===== config.mk =====
export PLATFORM = sky130hd
export DESIGN_NAME = fwd_hazard_ctrl
export DESIGN_NICKNAME = d
export VERILOG_FILES = /design/src/rtl/fwd_hazard_ctrl.sv
export SDC_FILE = /design/constraint.sdc
export NUM_CORES = 1
export LEC_CHECK = 0
export ABC_AREA = 0
export CAP_MARGIN = 20
export CORE_UTILIZATION = 46
export CTS_CLUSTER_DIAMETER = 40
export CTS_CLUSTER_SIZE = 28
export DETAILED_ROUTE_END_ITERATION = 10
export PLACE_DENSITY = 0.78
export SLEW_MARGIN = 20
export SYNTH_ARGS = -nofsm -noshare
export SYNTH_HDL_FRONTEND = slang
export SYNTH_SLANG_ARGS = --single-unit
export TNS_END_PERCENT = 100

===== constraint.sdc =====
create_clock -name clk_i -period 1.7 [get_ports clk_i]
set_input_delay 0.17 -clock clk_i [delete_from_list [all_inputs] [get_ports clk_i]]
set_output_delay 0.17 -clock clk_i [all_outputs]
set_load 0.05 [all_outputs]

===== src/rtl/fwd_hazard_ctrl.sv =====
// Forwarding-select, load-use stall and branch-flush control for a 5-stage pipeline,
// with shadow EX/MEM/WB register-usage slots and saturating event counters.
module fwd_hazard_ctrl #(
    parameter int unsigned CNT_W = 16
) (
    input  logic             clk_i,
    input  logic             rst_i,
    input  logic             id_valid_i,
    input  logic [4:0]       id_rs1_i,
    input  logic [4:0]       id_rs2_i,
    input  logic             id_use_rs1_i,
    input  logic             id_use_rs2_i,
    input  logic [4:0]       id_rd_i,
    input  logic             id_regwrite_i,
    input  logic             id_memread_i,
    input  logic             ex_branch_taken_i,
    output logic [1:0]       fwd_a_o,
    output logic [1:0]       fwd_b_o,
    output logic             stall_o,
    output logic             idex_bubble_o,
    output logic             ifid_flush_o,
    output logic [CNT_W-1:0] stall_cnt_o,
    output logic [CNT_W-1:0] flush_cnt_o
);

    logic [4:0] ex_rs1_q, ex_rs2_q, ex_rd_q, mem_rd_q, wb_rd_q;
    logic       ex_use1_q, ex_use2_q, ex_rw_q, ex_mr_q, mem_rw_q, wb_rw_q;

    logic [4:0] ex_rs1_d, ex_rs2_d, ex_rd_d;
    logic       ex_use1_d, ex_use2_d, ex_rw_d, ex_mr_d;

    logic [CNT_W-1:0] stall_cnt_q, flush_cnt_q;
    logic             load_use;

    function automatic logic [1:0] fwd_sel(input logic rd_read, input logic [4:0] rs,
                                           input logic m_rw, input logic [4:0] m_rd,
                                           input logic w_rw, input logic [4:0] w_rd);
        logic [1:0] sel;
        sel = 2'b00;
        if (rd_read && w_rw && (w_rd != 5'd0) && (w_rd == rs)) sel = 2'b01;
        // MEM holds the younger write, so it overrides WB.
        if (rd_read && m_rw && (m_rd != 5'd0) && (m_rd == rs)) sel = 2'b10;
        return sel;
    endfunction

    assign fwd_a_o = fwd_sel(ex_use1_q, ex_rs1_q, mem_rw_q, mem_rd_q, wb_rw_q, wb_rd_q);
    assign fwd_b_o = fwd_sel(ex_use2_q, ex_rs2_q, mem_rw_q, mem_rd_q, wb_rw_q, wb_rd_q);

    assign load_use = id_valid_i && ex_mr_q && (ex_rd_q != 5'd0) &&
                      ((id_use_rs1_i && (id_rs1_i == ex_rd_q)) ||
                       (id_use_rs2_i && (id_rs2_i == ex_rd_q)));

    // Gated by reset so an in-flight event vanishes the moment reset asserts.
    assign stall_o       = rst_i && load_use && !ex_branch_taken_i;
    assign ifid_flush_o  = rst_i && ex_branch_taken_i;
    assign idex_bubble_o = rst_i && (load_use || ex_branch_taken_i);

    always_comb begin
        ex_rs1_d  = 5'd0;
        ex_rs2_d  = 5'd0;
        ex_rd_d   = 5'd0;
        ex_use1_d = 1'b0;
        ex_use2_d = 1'b0;
        ex_rw_d   = 1'b0;
        ex_mr_d   = 1'b0;
        if (id_valid_i && !idex_bubble_o) begin
            ex_rs1_d  = id_rs1_i;
            ex_rs2_d  = id_rs2_i;
            ex_rd_d   = id_rd_i;
            ex_use1_d = id_use_rs1_i;
            ex_use2_d = id_use_rs2_i;
            ex_rw_d   = id_regwrite_i;
            ex_mr_d   = id_memread_i;
        end
    end

    always_ff @(posedge clk_i or negedge rst_i) begin
        if (!rst_i) begin
            ex_rs1_q  <= 5'd0;
            ex_rs2_q  <= 5'd0;
            ex_rd_q   <= 5'd0;
            ex_use1_q <= 1'b0;
            ex_use2_q <= 1'b0;
            ex_rw_q   <= 1'b0;
            ex_mr_q   <= 1'b0;
            mem_rd_q  <= 5'd0;
            mem_rw_q  <= 1'b0;
            wb_rd_q   <= 5'd0;
            wb_rw_q   <= 1'b0;
        end else begin
            ex_rs1_q  <= ex_rs1_d;
            ex_rs2_q  <= ex_rs2_d;
            ex_rd_q   <= ex_rd_d;
            ex_use1_q <= ex_use1_d;
            ex_use2_q <= ex_use2_d;
            ex_rw_q   <= ex_rw_d;
            ex_mr_q   <= ex_mr_d;
            mem_rd_q  <= ex_rd_q;
            mem_rw_q  <= ex_rw_q;
            wb_rd_q   <= mem_rd_q;
            wb_rw_q   <= mem_rw_q;
        end
    end

    always_ff @(posedge clk_i or negedge rst_i) begin
        if (!rst_i) begin
            stall_cnt_q <= '0;
            flush_cnt_q <= '0;
        end else begin
            if (stall_o && (stall_cnt_q != '1)) stall_cnt_q <= stall_cnt_q + CNT_W'(1);
            if (ex_branch_taken_i && (flush_cnt_q != '1)) flush_cnt_q <= flush_cnt_q + CNT_W'(1);
        end
    end

    assign stall_cnt_o = stall_cnt_q;
    assign flush_cnt_o = flush_cnt_q;

endmodule

==> flow_summary.json <==
{
  "synthTopCellsByArea": "dfrtp_1 (53%), xnor2_1 (11%), xor2_1 (4.7%)",
  "hold_viol": 0,
  "postSynth.topFlopCell": "dfrtp_1",
  "endpoint_kind": "primary output",
  "fp.coreArea_um2": 6096,
  "area_delta_synth_final_pct": 59.27,
  "worstMarginPinSlew_ns": 0.7908,
  "synth_nets": 292,
  "yosysWarnings": 0,
  "layout_min_cycle_time_ns": 2.210,
  "synthArstFlopShare_pct": 100.0,
  "fin_area_um2": 4741,
  "synth_top_area_cell": "dfrtp_1",
  "outcome": "complete, but fails checks",
  "violations": "setup timing",
  "final_common_cell": "buf_4",
  "relSlewSlack_pct": 47.28,
  "stdcell_count": 469,
  "multiInputGateArea_um2": 1777,
  "cts.htree.levels": 3,
  "cp.arrival_ns": 2.04,
  "start_kind": "flop",
  "cts_tree": "done",
  "post_dp_cell_area_um2": 4020,
  "nets": 415,
  "grt_pass1_vias": 2516,
  "ant_nets": 0,
  "track_usage_pct": 24.90,
  "grt_first_pass_wirelength_um": 12190,
  "p_total_mw": 4.055,
  "drt_first_iter_violations": 105,
  "die-width_um": 82.44,
  "gp_congestion": 0.7875,
  "routed_wl_um": 8280,
  "wire_per_inst_um": 17.65,
  "setup_tns_ns": -12.86,
  "cp.required_ns": 1.53,
  "synthCells": 267,
  "crit_path_cell_trace": "or4_4, o2111ai_4, inv_2, a21oi_4, inv_1, buf_12",
  "rsz0062_at_grt": "yes",
  "clk_latency_ns": 0.34,
  "dr.pass1.iters": 4,
  "p_leak_nw": 2.211,
  "io_pins": 62,
  "worstHoldPathType": "in -> async",
  "power_density_nw_per_um2": 855.4,
  "grt_overflow": 0,
  "fillers": 364,
  "critPathMaxStageDelay_ns": 0.56,
  "crit_start": "ex_rd_q[4]",
  "register_area_um2": 1608,
  "start_util_pct": 48.83,
  "drc": 0,
  "syn_avg_cell_area_um2": 11.15,
  "pre_cts_slack_ns": -0.3165,
  "synthDistinctLibCells": 37,
  "setup_ws_ns": -0.5104,
  "crit_type": "reg -> out",
  "diodes": 0,
  "drive_above_1_share_pct": 48.98,
  "clock_sinks": 63,
  "synth-edff-count": 0,
  "layout_common_cells": "buf_4 (72), dfrtp_1 (38), dfrtp_2 (25)",
  "synth-seq-cells": 63,
  "cts_root_buf": "clkbuf_8",
  "slowest_stage": "or4_4",
  "dp_hpwl_um": 4976,
  "finalCritPeriodShare_pct": 130.0,
  "max-clock-path-buffers": 2,
  "vias_per_cell": 5.450,
  "dp_cells": 436,
  "r2r_start": "ex_rd_q[4]",
  "vdd_drop_max_uv": 814.9,
  "yosysTopAreaCellShare_pct": 52.96,
  "synth-seq-area-share_pct": 52.96,
  "path_clk_slew_ns": 0.07,
  "finClkSkew_ns": 0.006032,
  "die_h_um": 82.44,
  "clock.fmax_mhz": 452.4,
  "drv_slew": 0,
  "rows": 28,
  "detailroute.via_count": 2556,
  "grt_max_degree": 64,
  "crit_path_max_fanout": 3,
  "setup_viol": 41,
  "hold_slack_ns": 0.07328,
  "synth_area_um2": 2977,
  "die_area_um2": 6796,
  "antenna_found_initial": 0,
  "numCtsBuffers": 9,
  "maxCapViolations": 0,
  "utilization_pct": 77.77,
  "io_buffers": 61
}
[layer usage]
layer	track usage, %	wire, um	vias to the layer above
met5	0	0	-
met4	10.88	191	0
met3	7.033	375	19
met2	40.91	4095	84
met1	30.52	3619	1260
li1	-	-	1193
[cell families (layout without fill, tap and decap cells)]
logic type	after synthesis	after routing	synth area share, %
and+or+nand+nor	121	121	23.12
DFF	63	63	52.96
xor gates and xnor gates	55	55	16.18
buffers and inverters	13	138	2.564
AOI/OAI and AO/OA	7	9	2.144
muxes	6	6	2.186
adders and majority gates	2	2	0.8406
[final cells by class]
cell class | instances | share of cell area [%]
multi-input combinational | 193 | 37.48
sequential | 63 | 33.91
inverter | 4 | 0.3167
clock buffer | 15 | 3.721
tap | 75 | 1.979
timing repair buffer | 119 | 22.59
[sequential cells by signal, indices dropped and copies added (netlist names), 5 cells and up]
signal,cells
ex_rs1_q,5
ex_rd_q,5
ex_rs2_q,5
mem_rd_q,5
stall_cnt_o,16
flush_cnt_o,16
wb_rd_q,5
[critical path: cells and delay by family, from the launching register on]
kind,cells,cell delay (ns)
buffers and inverters,3,0.36
AO/OA/AOI/OAI,2,0.38
flip-flops,1,0.39
AND/OR/NAND/NOR,1,0.56
[what timing repair did]
item,in CTS,in global routing
gates cloned,3,0
buffers inserted,11,5
setup endpoints to repair,43,50
pin swaps,29,12
hold buffers,0,0
gates resized for setup,45,32
[Yosys cell counts (2+ instances only)]
cell type and count:
clkbuf_1 4, xor2_1 16, nor2_1 14, xnor2_1 39, buf_6 3, nand3_1 18
nand4_1 12, inv_1 3, nor4b_1 2, and2_1 2, and3_1 20, nor3_1 11
o21ai_0 4, dfrtp_1 63, mux2_2 4, nand4b_2 2, nor4_1 8, mux2i_1 2
ha_1 2, or4_1 3, nand2_1 19
[power breakdown]
part           internal [mW]  switching (mW)
Clock                  0.643           0.541
Sequential              1.63           0.112
Combinational          0.489           0.643
Total                   2.76            1.30
[path summary, 6_finish.rpt]
check	end	slack, ns	cells past startpoint
setup / recovery	idex_bubble_o	-0.51	6
hold / removal	stall_cnt_o[13]	0.07	2
setup reg to reg	stall_cnt_o[1]	-0.48	8
hold reg to reg	mem_rw_q	0.35	0
max in group asynchronous	flush_cnt_o[15]	1.05	2
min in group clk_i	mem_rw_q	0.35	0
No activity file was read; power rests on OpenSTA's default activity.
